==> config.mk <==
export PLATFORM = sky130hd
export DESIGN_NAME = kernel_ctrl_s_axi_n
export DESIGN_NICKNAME = d
export VERILOG_FILES = /design/src/rtl/kernel_ctrl_s_axi_n.sv
export SDC_FILE = /design/constraint.sdc
export NUM_CORES = 1
export LEC_CHECK = 0
export BUFFER_PORTS_ARGS = -buffer_cell sky130_fd_sc_hd__buf_2
export CORE_MARGIN = 5
export CORE_UTILIZATION = 40
export DETAILED_ROUTE_END_ITERATION = 16
export PLACE_DENSITY = 0.66
export SLEW_MARGIN = 20
export SYNTH_ARGS = -nofsm -noshare
export SYNTH_HDL_FRONTEND = slang
export SYNTH_SLANG_ARGS = --single-unit
==> constraint.sdc <==
create_clock -name aclk -period 3 [get_ports aclk]
set_clock_uncertainty 0.2 [all_clocks]
set_input_delay 0.45 -clock aclk [delete_from_list [all_inputs] [get_ports aclk]]
set_output_delay 0.45 -clock aclk [all_outputs]
set_load 0.02 [all_outputs]
==> src/rtl/kernel_ctrl_s_axi_n.sv <==
// AXI4-Lite control slave for kernel family: ap_ctrl block, interrupts,
// parametrised 32-bit scalar and 64-bit pointer arguments.
module kernel_ctrl_s_axi_n #(
    parameter int C_ADDR_WIDTH  = 12,
    parameter int C_DATA_WIDTH  = 32,
    parameter int C_NUM_SCALARS = 1,
    parameter int C_NUM_PTRS    = 2
) (
    input  logic                        aclk,
    input  logic                        areset,
    input  logic                        aclk_en,
    input  logic                        awvalid,
    output logic                        awready,
    input  logic [C_ADDR_WIDTH-1:0]     awaddr,
    input  logic                        wvalid,
    output logic                        wready,
    input  logic [C_DATA_WIDTH-1:0]     wdata,
    input  logic [C_DATA_WIDTH/8-1:0]   wstrb,
    output logic                        bvalid,
    input  logic                        bready,
    output logic [1:0]                  bresp,
    input  logic                        arvalid,
    output logic                        arready,
    input  logic [C_ADDR_WIDTH-1:0]     araddr,
    output logic                        rvalid,
    input  logic                        rready,
    output logic [C_DATA_WIDTH-1:0]     rdata,
    output logic [1:0]                  rresp,
    output logic                        interrupt,
    output logic                        ap_start,
    input  logic                        ap_idle,
    input  logic                        ap_done,
    input  logic                        ap_ready,
    output logic [32*C_NUM_SCALARS-1:0] scalars,
    output logic [64*C_NUM_PTRS-1:0]    ptrs
);

    localparam int AW = C_ADDR_WIDTH;
    localparam logic [AW-1:0] A_CTRL = AW'(32'h00);
    localparam logic [AW-1:0] A_GIE  = AW'(32'h04);
    localparam logic [AW-1:0] A_IER  = AW'(32'h08);
    localparam logic [AW-1:0] A_ISR  = AW'(32'h0C);

    typedef enum logic [1:0] {WRRESET, WRIDLE, WRDATA, WRRESP} wstate_e;
    typedef enum logic [1:0] {RDRESET, RDIDLE, RDDATA} rstate_e;

    wstate_e wstate_q;
    rstate_e rstate_q;
    logic [AW-1:0] waddr_q;
    logic [C_DATA_WIDTH-1:0] rdata_q, rdata_d;

    logic start_q, start_d;
    logic done_q, done_d;
    logic ready_q, ready_d;
    logic auto_q, gie_q;
    logic [1:0] ier_q, isr_q, isr_d;

    // Pointer words: [j][0] is the low word, [j][1] the high word.
    logic [C_NUM_SCALARS-1:0][31:0]   scal_q;
    logic [C_NUM_PTRS-1:0][1:0][31:0] ptr_q;

    logic wr_fire, rd_fire, rd_ctrl;
    logic wr_ctrl, wr_gie, wr_ier, wr_isr;

    function automatic logic [AW-1:0] sc_addr(input int i);
        return AW'(16 + 8 * i);
    endfunction

    function automatic logic [AW-1:0] pt_addr(input int j, input int h);
        return AW'(16 + 8 * C_NUM_SCALARS + 8 * j + 4 * h);
    endfunction

    function automatic logic [31:0] merge(input logic [31:0] o,
                                          input logic [31:0] d,
                                          input logic [3:0]  s);
        logic [31:0] r;
        r = o;
        for (int b = 0; b < 4; b++)
            if (s[b]) r[8*b +: 8] = d[8*b +: 8];
        return r;
    endfunction

    assign awready   = (wstate_q == WRIDLE);
    assign wready    = (wstate_q == WRDATA);
    assign bvalid    = (wstate_q == WRRESP);
    assign bresp     = 2'b00;
    assign arready   = (rstate_q == RDIDLE);
    assign rvalid    = (rstate_q == RDDATA);
    assign rresp     = 2'b00;
    assign rdata     = rdata_q;
    assign ap_start  = start_q;
    assign interrupt = gie_q & (|isr_q);
    assign scalars   = scal_q;
    assign ptrs      = ptr_q;

    assign wr_fire = aclk_en && (wstate_q == WRDATA) && wvalid;
    assign rd_fire = aclk_en && (rstate_q == RDIDLE) && arvalid;
    assign rd_ctrl = rd_fire && (araddr == A_CTRL);
    assign wr_ctrl = wr_fire && wstrb[0] && (waddr_q == A_CTRL);
    assign wr_gie  = wr_fire && wstrb[0] && (waddr_q == A_GIE);
    assign wr_ier  = wr_fire && wstrb[0] && (waddr_q == A_IER);
    assign wr_isr  = wr_fire && wstrb[0] && (waddr_q == A_ISR);

    // Later assignments take priority: sets win over clears/toggles.
    always_comb begin
        start_d = start_q;
        if (ap_ready) start_d = 1'b0;
        if (auto_q && ap_done) start_d = 1'b1;
        if (wr_ctrl && wdata[0]) start_d = 1'b1;

        done_d = done_q;
        if (rd_ctrl) done_d = 1'b0;
        if (ap_done) done_d = 1'b1;

        ready_d = ready_q;
        if (rd_ctrl) ready_d = 1'b0;
        if (ap_ready) ready_d = 1'b1;

        isr_d = isr_q;
        if (wr_isr) isr_d = isr_q ^ wdata[1:0];
        if (ap_done && ier_q[0]) isr_d[0] = 1'b1;
        if (ap_ready && ier_q[1]) isr_d[1] = 1'b1;
    end

    always_comb begin
        rdata_d = '0;
        if (araddr == A_CTRL) begin
            rdata_d[0] = start_q;
            rdata_d[1] = done_q;
            rdata_d[2] = ap_idle;
            rdata_d[3] = ready_q;
            rdata_d[7] = auto_q;
        end
        if (araddr == A_GIE) rdata_d[0] = gie_q;
        if (araddr == A_IER) rdata_d[1:0] = ier_q;
        if (araddr == A_ISR) rdata_d[1:0] = isr_q;
        for (int i = 0; i < C_NUM_SCALARS; i++)
            if (araddr == sc_addr(i)) rdata_d = scal_q[i];
        for (int j = 0; j < C_NUM_PTRS; j++)
            for (int h = 0; h < 2; h++)
                if (araddr == pt_addr(j, h)) rdata_d = ptr_q[j][h];
    end

    always_ff @(posedge aclk) begin
        if (areset) begin
            wstate_q <= WRRESET;
            waddr_q  <= '0;
        end else if (aclk_en) begin
            unique case (wstate_q)
                WRRESET: wstate_q <= WRIDLE;
                WRIDLE: if (awvalid) begin
                    waddr_q  <= awaddr;
                    wstate_q <= WRDATA;
                end
                WRDATA: if (wvalid) wstate_q <= WRRESP;
                WRRESP: if (bready) wstate_q <= WRIDLE;
            endcase
        end
    end

    always_ff @(posedge aclk) begin
        if (areset) begin
            rstate_q <= RDRESET;
            rdata_q  <= '0;
        end else if (aclk_en) begin
            unique case (rstate_q)
                RDRESET: rstate_q <= RDIDLE;
                RDIDLE: if (arvalid) begin
                    rdata_q  <= rdata_d;
                    rstate_q <= RDDATA;
                end
                RDDATA: if (rready) rstate_q <= RDIDLE;
                default: rstate_q <= RDRESET;
            endcase
        end
    end

    always_ff @(posedge aclk) begin
        if (areset) begin
            start_q <= 1'b0;
            done_q  <= 1'b0;
            ready_q <= 1'b0;
            auto_q  <= 1'b0;
            gie_q   <= 1'b0;
            ier_q   <= '0;
            isr_q   <= '0;
        end else if (aclk_en) begin
            start_q <= start_d;
            done_q  <= done_d;
            ready_q <= ready_d;
            isr_q   <= isr_d;
            if (wr_ctrl) auto_q <= wdata[7];
            if (wr_gie) gie_q <= wdata[0];
            if (wr_ier) ier_q <= wdata[1:0];
        end
    end

    always_ff @(posedge aclk) begin
        if (areset) begin
            scal_q <= '0;
            ptr_q  <= '0;
        end else if (wr_fire) begin
            for (int i = 0; i < C_NUM_SCALARS; i++)
                if (waddr_q == sc_addr(i))
                    scal_q[i] <= merge(scal_q[i], wdata, wstrb);
            for (int j = 0; j < C_NUM_PTRS; j++)
                for (int h = 0; h < 2; h++)
                    if (waddr_q == pt_addr(j, h))
                        ptr_q[j][h] <= merge(ptr_q[j][h], wdata, wstrb);
        end
    end

endmodule

==> flow_summary.toml, run 1 <==
[drt]
drt-initial-drc-count = 588
vias = 8833
via_per_inst = 5.30
routed_wirelength_um = 31200
first_pass_iters = 5
wl_per_cell_um = 18.7
drc_errors = 0
postRouteAntennaNets = 0

[logic_synthesis]
ys_warn_count = 0
synth-edff-count = 0
yosysUniqueCellTypes = 52
synth_area_leaders = "dfxtp_1 (47%), mux2i_1 (13%), o21ai_0 (6.4%)"
avgSynthCellArea_um2 = 8.76
async_reset_ff_share_pct = 0
synth_top_area_share_pct = 46.8
synth_top_area_cell = "dfxtp_1"
synthFlopType = "dfxtp_1"
synth_seq_area_share_pct = 46.8
ys_seq_elements = 217
netlist_area_um2 = 9290
netlist_instances = 1060

[final_layout]
area_growth_pct = 28.8
final_cell_mix = "buf_2 (268), dfxtp_1 (217), nand2_1 (144)"
final_common_cell = "buf_2"
final_cells = 1668
nets = 1410
multi_input_area_um2 = 4690
stdcell_area_um2 = 12000
seqCellArea_um2 = 4340
drive_gt1_share_pct = 27.9
fillers = 2164

[floorplan]
pin_count = 274
die_x_um = 162
core_area_um2 = 22800
fp.dieH_um = 162
dieArea_um2 = 26400
start_util_pct = 40.8
rows = 55

[global_routing]
grt_overflow_total = 0
grt_pass1_wl_um = 48700
antenna_found_initial = 2
track_usage_pct = 22.8
grt_max_degree = 106
grt_pass1_vias = 8701

[critical_path]
reg2reg_to = "ptrs[25]"
r2r_slack_ps = 560
crit_type = "reg2reg"
endpoint_kind = "register"
cp_max_fo = 10
reg2reg_from = "waddr_q[10]"
cp-start-kind = "register"
worstPathArrival_ps = 2600
required_ps = 3170
rr_worst_depth = 6

[pwr]
p_leak_nw = 4.91
clkPwrFrac_pct = 47.8
switching_share_pct = 22.7
max-vdd-ir-drop_uv = 325
pwr-share-seq_pct = 46.7
comb_power_share_pct = 5.5
power.switching_mw = 1.42
p_int_mw = 4.81
power.total_mw = 6.23
powerDensity_nw_per_um2 = 520

[worst_hold_path]
hold_path_depth = 3
worstHoldStart = "wdata[19]"
worstHoldPathType = "in2reg"
whs_endpoint = "scalars[19]"

[cts]
clockRootBuffer = "clkbuf_16"
cts_tree = "done"
cts_buffers = 25
worstSkewPairLatency_ps = 510
post_cts_buffers = 0
cts_htree_levels = 1
cts.clk_slew.worst_paths_ps = 60
clk_path_buf_depth = 3
clock-sinks = 217

[timing]
min_period_ps = 2440
fin_tns_setup_ps = 0
finalSetupViolCount = 0
finalHoldViolations = 0
slew-limit-headroom_pct = 57.3
timing.fmax_mhz = 411
drv_slew = 0
worstMarginPinSlew_ps = 638
rsz0062_at_grt = "no"
period_share_pct = 81.2

[placed_design]
placed_cells = 1611
gp_congestion = 0.877
post-dp-hpwl_um = 21800
dpl_cell_area_um2 = 11100
portBuffers = 269

[run_status]
status = "finished, final reports clean"

[job]
max-cap-violations = 0
cells in the mapped netlist (all sizes together) (3+ instances only):
library cell  number
and3               7
dfxtp            217
nor2b              8
clkbuf            53
mux2               4
nor2             142
ha                 4
buf               13
nand4              6
nand3             14
nand2            145
o21ai            139
and2              28
inv                5
nor3              12
a21oi             77
nor4               5
a221oi            27
a32o               3
nor3b              3
mux2i            116
or2                3
state kept, by name (all words and copies together) (netlist names):
name      flops
ptrs        128
rdata        32
scalars      32
waddr_q      12
ier_q         2
isr_q         2
rstate_q      2
wstate_q      2
ap_start      1
auto_q        1
done_q        1
gie_q         1
ready_q       1
cell type report:
class / count / area share, %
antenna: 2 / 0.0418
clock buffer: 38 / 5.97
clock inverter: 7 / 0.742
inverter: 5 / 0.157
multi-input combinational: 775 / 39.2
sequential: 217 / 36.3
tap: 313 / 3.27
timing repair buffer: 311 / 14.4
timing repair:
item	CTS	global route
setup endpoints to repair	0	0
hold endpoints to repair	10	0
hold buffers	10	0
gates resized for setup	0	0
per-layer routing:
layer,GRT usage (%),wire [µm],up-vias
li1,-,-,4247
met2,37.5,14500,358
met5,0,0,-
met4,5.96,617,0
met3,4.33,2410,46
met1,30.9,13700,4182
worst max-delay path by stage:
stage	startpoint	end	slack, ps	depth (start not counted)
floorplan	wstate_q[0]	ptrs[45]	650	8
global placement	aclk_en	ptrs[28]	510	7
detailed placement	aclk_en	ptrs[25]	490	7
CTS	waddr_q[10]	ptrs[25]	520	6
global route	waddr_q[3]	ptrs[13]	370	6
finish	waddr_q[10]	ptrs[25]	560	6
power groups by stage:
stage | clock network [mW] | logic [mW] | registers, mW
2_1_floorplan | 0 | 0.180 | 2.97
3_3_place_gp | 0 | 0.329 | 2.97
3_5_place_dp | 0 | 0.332 | 2.97
5_1_grt | 3.16 | 0.375 | 2.91
4_1_cts | 3.03 | 0.343 | 2.91
6_report | 2.98 | 0.342 | 2.91
cell families (layout without fill, tap and decap cells):
| logic type | Yosys count | after routing | share of synthesized area [%] |
|---|---|---|---|
| adders and majority gates | 4 | 4 | 0.539 |
| muxes | 120 | 120 | 13.0 |
| xor gates and xnor gates | 2 | 2 | 0.189 |
| DFF | 217 | 217 | 46.8 |
| other | 1 | 6 | 0.0404 |
| AOI/OAI and AO/OA | 260 | 260 | 15.7 |
| and+or+nand+nor | 385 | 385 | 20.7 |
| buffers and inverters | 71 | 361 | 3.13 |
critical path, cell delays in order (launching register included):
cell     delay, ps
dfxtp_1        330
nor4_4         530
nand2_4        280
nor3_4         460
buf_4          250
mux2i_1        190
nor2_1          50
per-stage QoR:
stage               hold WS, ps  setup WS, ps  util (%)
CTS                       0.681           520      52.5
global placement            245           505      48.5
floorplan                   234           649         -
finish                     22.0           565      52.5
detailed placement          247           493      48.5
global route               9.13           375      52.5
(Power assumes the default switching activity.)
==> run 2, diff against run 1 <==
ABC_AREA = 1   (was not set)
clock period = 2.3 ns   (was 3 ns; I/O delays follow)
==> run 2 against run 1 <==
Compared with the run above:
- synthesized area is 9.5% higher
- critical path depth stayed put
- synthesized cell count is 19% higher
- via count is 9.0% higher
- clock power is 26% higher
- first-iteration DRC count is 5.6% higher
- highest routed layer unchanged
- largest power group is now sequential cells
==> flow_summary.toml, run 2 <==
[run_status]
status = "finished, final reports clean"

[critical_path]
cp_max_fo = 16
worstPathArrival_ps = 2350
crit_buf_inv = 0
max_stage_delay_ps = 460
crit_type = "reg2reg"
cp-start-kind = "register"
path_cells = "nor4_4, nand3_4, nor2_4, nand2_2, nor2_1, a211oi_2"
slowest_stage = "nor4_4"
endpoint_kind = "register"
cp_top_family = "simple AND/OR/NAND/NOR gates"
required_ps = 2480

[drt]
vias = 9627
first_pass_iters = 5
routed_wirelength_um = 32900
via_per_inst = 5.02
postRouteAntennaNets = 0
drc_errors = 0
wl_per_cell_um = 17.2
drt-initial-drc-count = 621

[cts]
cts.clk_slew.worst_paths_ps = 60
worstSkewPairLatency_ps = 510
cts_buffers = 25
clock-sinks = 217
clk_path_buf_depth = 3
clockRootBuffer = "clkbuf_16"
cts_htree_levels = 1
cts_tree = "done"

[global_routing]
grt_pass1_vias = 9609
grt_busiest_layer = "met2"
track_usage_pct = 22.4
grtUsageMet2_pct = 38.0
grt_max_degree = 51
antenna_found_initial = 2
met1_usage_pct = 28.1
grt_pass1_wl_um = 52000
use_met3_pct = 5.61
grt_overflow_total = 0

[floorplan]
die_x_um = 169
core_area_um2 = 25100
fp.dieH_um = 169
pin_count = 274
start_util_pct = 40.5
rows = 58
dieArea_um2 = 28700

[timing]
min_period_ps = 2170
timing.fmax_mhz = 460
finalSetupViolCount = 0
finalHoldViolations = 0
rsz0062_at_grt = "yes"
drv_slew = 0
period_share_pct = 94.5

[placed_design]
post-dp-hpwl_um = 23200
portBuffers = 269
gp_congestion = 0.891
placed_cells = 1823

[logic_synthesis]
synth_common_cells = "dfxtp_1 (217), nor2_1 (206), inv_1 (200), nand2_1 (169), a211oi_2 (112)"
avgSynthCellArea_um2 = 8.08
synthFlopType = "dfxtp_1"
synth-edff-count = 0
async_reset_ff_share_pct = 0
netlist_instances = 1259
synth_top_area_cell = "dfxtp_1"
ys_seq_elements = 217
synth_top_area_share_pct = 42.7
yosysUniqueCellTypes = 37
yosysMostFrequentCell = "dfxtp_1"
ys_warn_count = 0
netlist_area_um2 = 10200
synth_seq_area_share_pct = 42.7
synth_area_leaders = "dfxtp_1 (43%), a211oi_2 (14%), nor2_1 (7.6%)"

[pwr]
max-vdd-ir-drop_uv = 581
p_leak_nw = 5.49
powerDensity_nw_per_um2 = 614

[final_layout]
area_growth_pct = 28.9
largest_register_ffs = 128
final_cell_mix = "buf_2 (268), dfxtp_1 (217), nor2_1 (205)"
final_cells = 1916
drive_gt1_share_pct = 30.9
final_util_pct = 52.2
final_common_cell = "buf_2"
nets = 1644

[worst_hold_path]
worstHoldPathType = "in2reg"

[job]
max-cap-violations = 0
==> run 2: changes by cell type in the layout (fill, tap and decap cells not counted), moves of 36 or more <==
| cell | before | now |
|---|---|---|
| inv_1 | 5 | 200 |
| mux2i_1 | 116 | 0 |
| a211oi_1 | 2 | 62 |
| a211oi_2 | 0 | 112 |
| nor2_1 | 128 | 205 |
| nand3_1 | 14 | 50 |
| o21ai_0 | 119 | 4 |
| dlygate4sd3_1 | 10 | 49 |
==> run 2: per-stage QoR <==
stage	hold WS (ps)	cell area, µm²	total power, mW	setup slack (ps)	TNS (ps)
floorplan	239	10200	4.11	259	0
global placement	250	11800	4.30	185	0
detailed placement	252	11800	4.31	144	0
CTS	1.66	13100	8.12	109	0
global route	27.4	13100	8.31	-24.6	-66.9
finish	30.5	13100	8.05	125	0
==> run 2: per-layer routing <==
metal	up-vias	share of wire, %
li1	4768	-
met1	4449	41
met2	343	47
met3	67	8.6
met4	0	3.1
met5	-	0
==> run 2: path summary, 6_finish.rpt <==
path              depth (start not counted)       end  startpoint  slack [ps]
setup / recovery                          6  ptrs[55]  waddr_q[8]         130
hold reg to reg                           2  rdata[4]    rdata[4]         260
hold / removal                            3  ptrs[71]    wdata[7]          30
setup reg to reg                          6  ptrs[55]  waddr_q[8]         130
==> run 2: layout make-up <==
class,count,area (µm²)
Fill cell,2429,12000
Multi-Input combinational cell,770,4630
Sequential cell,217,4340
Timing Repair Buffer,348,2170
Inverter,207,777
Clock buffer,33,686
Tap cell,330,413
Clock inverter,10,81.3
Antenna cell,1,2.50
==> run 2: worst min-delay path: stages <==
cell      delay, ps
buf_2           170
nor2_1          140
a211oi_2         40
==> run 2: logic make-up after synthesis <==
group	after synthesis	share of synthesized area (%)
AND/OR/NAND/NOR	472	19.9
AO/OA/AOI/OAI	289	24.5
buffers and inverters	275	12.2
flip-flops	217	42.7
adder cells (fa/ha/maj)	4	0.492
XOR/XNOR	1	0.0861
other	1	0.0369
==> run 2: power breakdown <==
part / switching (mW) / internal [mW]
clock: 1.56 / 2.20
sequential: 0.0172 / 3.78
combinational: 0.315 / 0.179
total: 1.89 / 6.16
==> run 2: repair_timing <==
action                     CTS  global route
hold endpoints to repair   161             0
setup endpoints to repair    0            10
buffers inserted             0             0
hold buffers                49             0
gates resized for setup      0             3
==> run 3, diff against run 2 <==
CORE_UTILIZATION = 53   (was 40)
PLACE_DENSITY = 0.82   (was 0.66)
==> run 3 against run 2 <==
Compared with the run above:
- setup slack better by 19 ps
- core utilization is 17 points higher
- count of clock-buffer cells in the layout rose by 1
- sequential share of layout area up 0.38 points
- via count is 2.4% higher
- fmax grew 0.87%
- non-clock buffer count is 4 higher
- register-to-register slack improved by 20 ps
- die area fell by 23%
- combinational power about the same
- sequential power hardly changed
- design area fell by 1.1%
- critical path type unchanged
- largest power group unchanged
==> flow_summary.toml, run 3 (synthesized netlist as in run 2, its figures left out) <==
[cts]
post_cts_buffers = 0
clk_path_buf_depth = 3
cts_buffers = 23
cts.clk_slew.worst_paths_ps = 60
cts_tree = "done"
worstSkewPairLatency_ps = 510
clockRootBuffer = "clkbuf_16"
cts_resized = 0
clock-sinks = 217
cts_htree_levels = 1

[final_layout]
final_util_pct = 69.0
final_common_cell = "buf_2"
nets = 1646
drive_gt1_share_pct = 30.8
final_cell_mix = "buf_2 (268), dfxtp_1 (217), nor2_1 (205)"
largest_register_ffs = 128
final_cells = 1819
insertedDiodeCount = 0
stdcell_area_um2 = 13000
area_growth_pct = 27.4

[critical_path]
worstSetupPathDepth = 6
slowest_stage = "nor4_4"
cp_max_fo = 16
reg2reg_from = "waddr_q[8]"
path_cells = "nor4_4, nand3_4, nor2_4, nand2_2, nor2_1, a211oi_2"
reg2reg_to = "scalars[14]"
worstPathArrival_ps = 2320
endpoint_kind = "register"
r2r_slack_ps = 140
crit_type = "reg2reg"
required_ps = 2460
max_stage_delay_ps = 450
cp_top_family = "simple AND/OR/NAND/NOR gates"
rr_worst_depth = 6
crit_buf_inv = 0
cp-start-kind = "register"

[run_status]
status = "finished, final reports clean"

[pwr]
p_leak_nw = 5.43
switching_share_pct = 23.1
max-vdd-ir-drop_uv = 598
powerDensity_nw_per_um2 = 609
comb_power_share_pct = 6.3
pwr-share-seq_pct = 48.1
power.switching_mw = 1.82
power.total_mw = 7.89
clkPwrFrac_pct = 45.6
p_int_mw = 6.07

[floorplan]
core_area_um2 = 18800
start_util_pct = 54.2
dieArea_um2 = 22100
rows = 50
fp.dieH_um = 149
pin_count = 274
die_x_um = 149

[timing]
finalHoldViolations = 0
drv_slew = 0
fin_tns_setup_ps = 0
period_share_pct = 93.7
holdWs_ps = 54.2
worst_slack_ps = 144
worstMarginPinSlew_ps = 580
slew-limit-headroom_pct = 61.3
finalSetupViolCount = 0
rsz0062_at_grt = "no"
min_period_ps = 2160
timing.fmax_mhz = 464

[placed_design]
dpl_cell_area_um2 = 11700
pre_cts_slack_ps = 201
gp_congestion = 0.944
placed_cells = 1730
portBuffers = 269
post-dp-hpwl_um = 22200

[global_routing]
antenna_found_initial = 2
grt_overflow_total = 0
grt_max_degree = 63
grt_pass1_wl_um = 49700
track_usage_pct = 27.4
grt_pass1_vias = 9719

[drt]
drt-initial-drc-count = 511
wl_per_cell_um = 17.3
first_pass_iters = 4
via_per_inst = 5.42
drc_errors = 0
vias = 9861
postRouteAntennaNets = 0
routed_wirelength_um = 31500

[worst_hold_path]
hold_path_depth = 4
whs_endpoint = "rstate_q[0]"
worstHoldStart = "arvalid"
worstHoldPathType = "in2reg"

[job]
max-cap-violations = 0
## run 3: changes by cell type in the layout (fill, tap and decap cells not counted)
cell and change:
clkbuf_8 +3, buf_4 +3, clkinvlp_4 -1, nand2_4 -3, nand2_2 +3, diode_2 -1
clkbuf_1 +1, clkbuf_16 -2, dlygate4sd3_1 +1, buf_8 -1, inv_6 +1, clkinv_2 -5
## run 3: how the worst max path moves through the flow
stage           startpoint          end  slack [ps]
2_1_floorplan  wstate_q[0]     isr_q[1]         260
3_3_place_gp     araddr[1]    rdata[14]         260
3_5_place_dp     araddr[1]    rdata[19]         200
4_1_cts         waddr_q[8]  scalars[14]         170
5_1_grt        wstate_q[0]     isr_q[0]       0.004
6_report        waddr_q[8]  scalars[14]         140
## run 3: layout make-up
class                   instances  area [µm²]
multi-input cells             770        4610
clock inverters                 5        57.6
inverters                     207         777
repair buffers                352        2200
clock buffers                  34         667
flip-flops and latches        217        4340
well taps                     234         293
fillers                      1479        5810
## run 3: power groups by stage
stage	Sequential, mW	Clock, mW	Combinational (mW)
after detailed placement	3.88	0	0.420
after global placement	3.88	0	0.416
after global routing	3.80	3.80	0.531
after CTS	3.80	3.64	0.485
final	3.80	3.59	0.497
after floorplan	3.88	0	0.230
## run 3: worst min-delay path, stage by stage
cell	delay [ps]
buf_2	90
o211ai_2	130
nand2_1	80
a21oi_1	60
## run 3: what timing repair did
| item | 4_1_cts | 5_1_grt |
|---|---|---|
| hold buffers | 50 | 0 |
| setup endpoints to repair | 0 | 0 |
| hold endpoints to repair | 142 | 0 |
## run 3: metal layers
layer / vias up / global-route usage [%] / part of all wire, %
met5: - / 0 / 0.13
met4: 4 / 10.3 / 3.5
met3: 85 / 6.03 / 7.6
met2: 392 / 47.9 / 49
met1: 4619 / 33.1 / 40
li1: 4761 / - / -
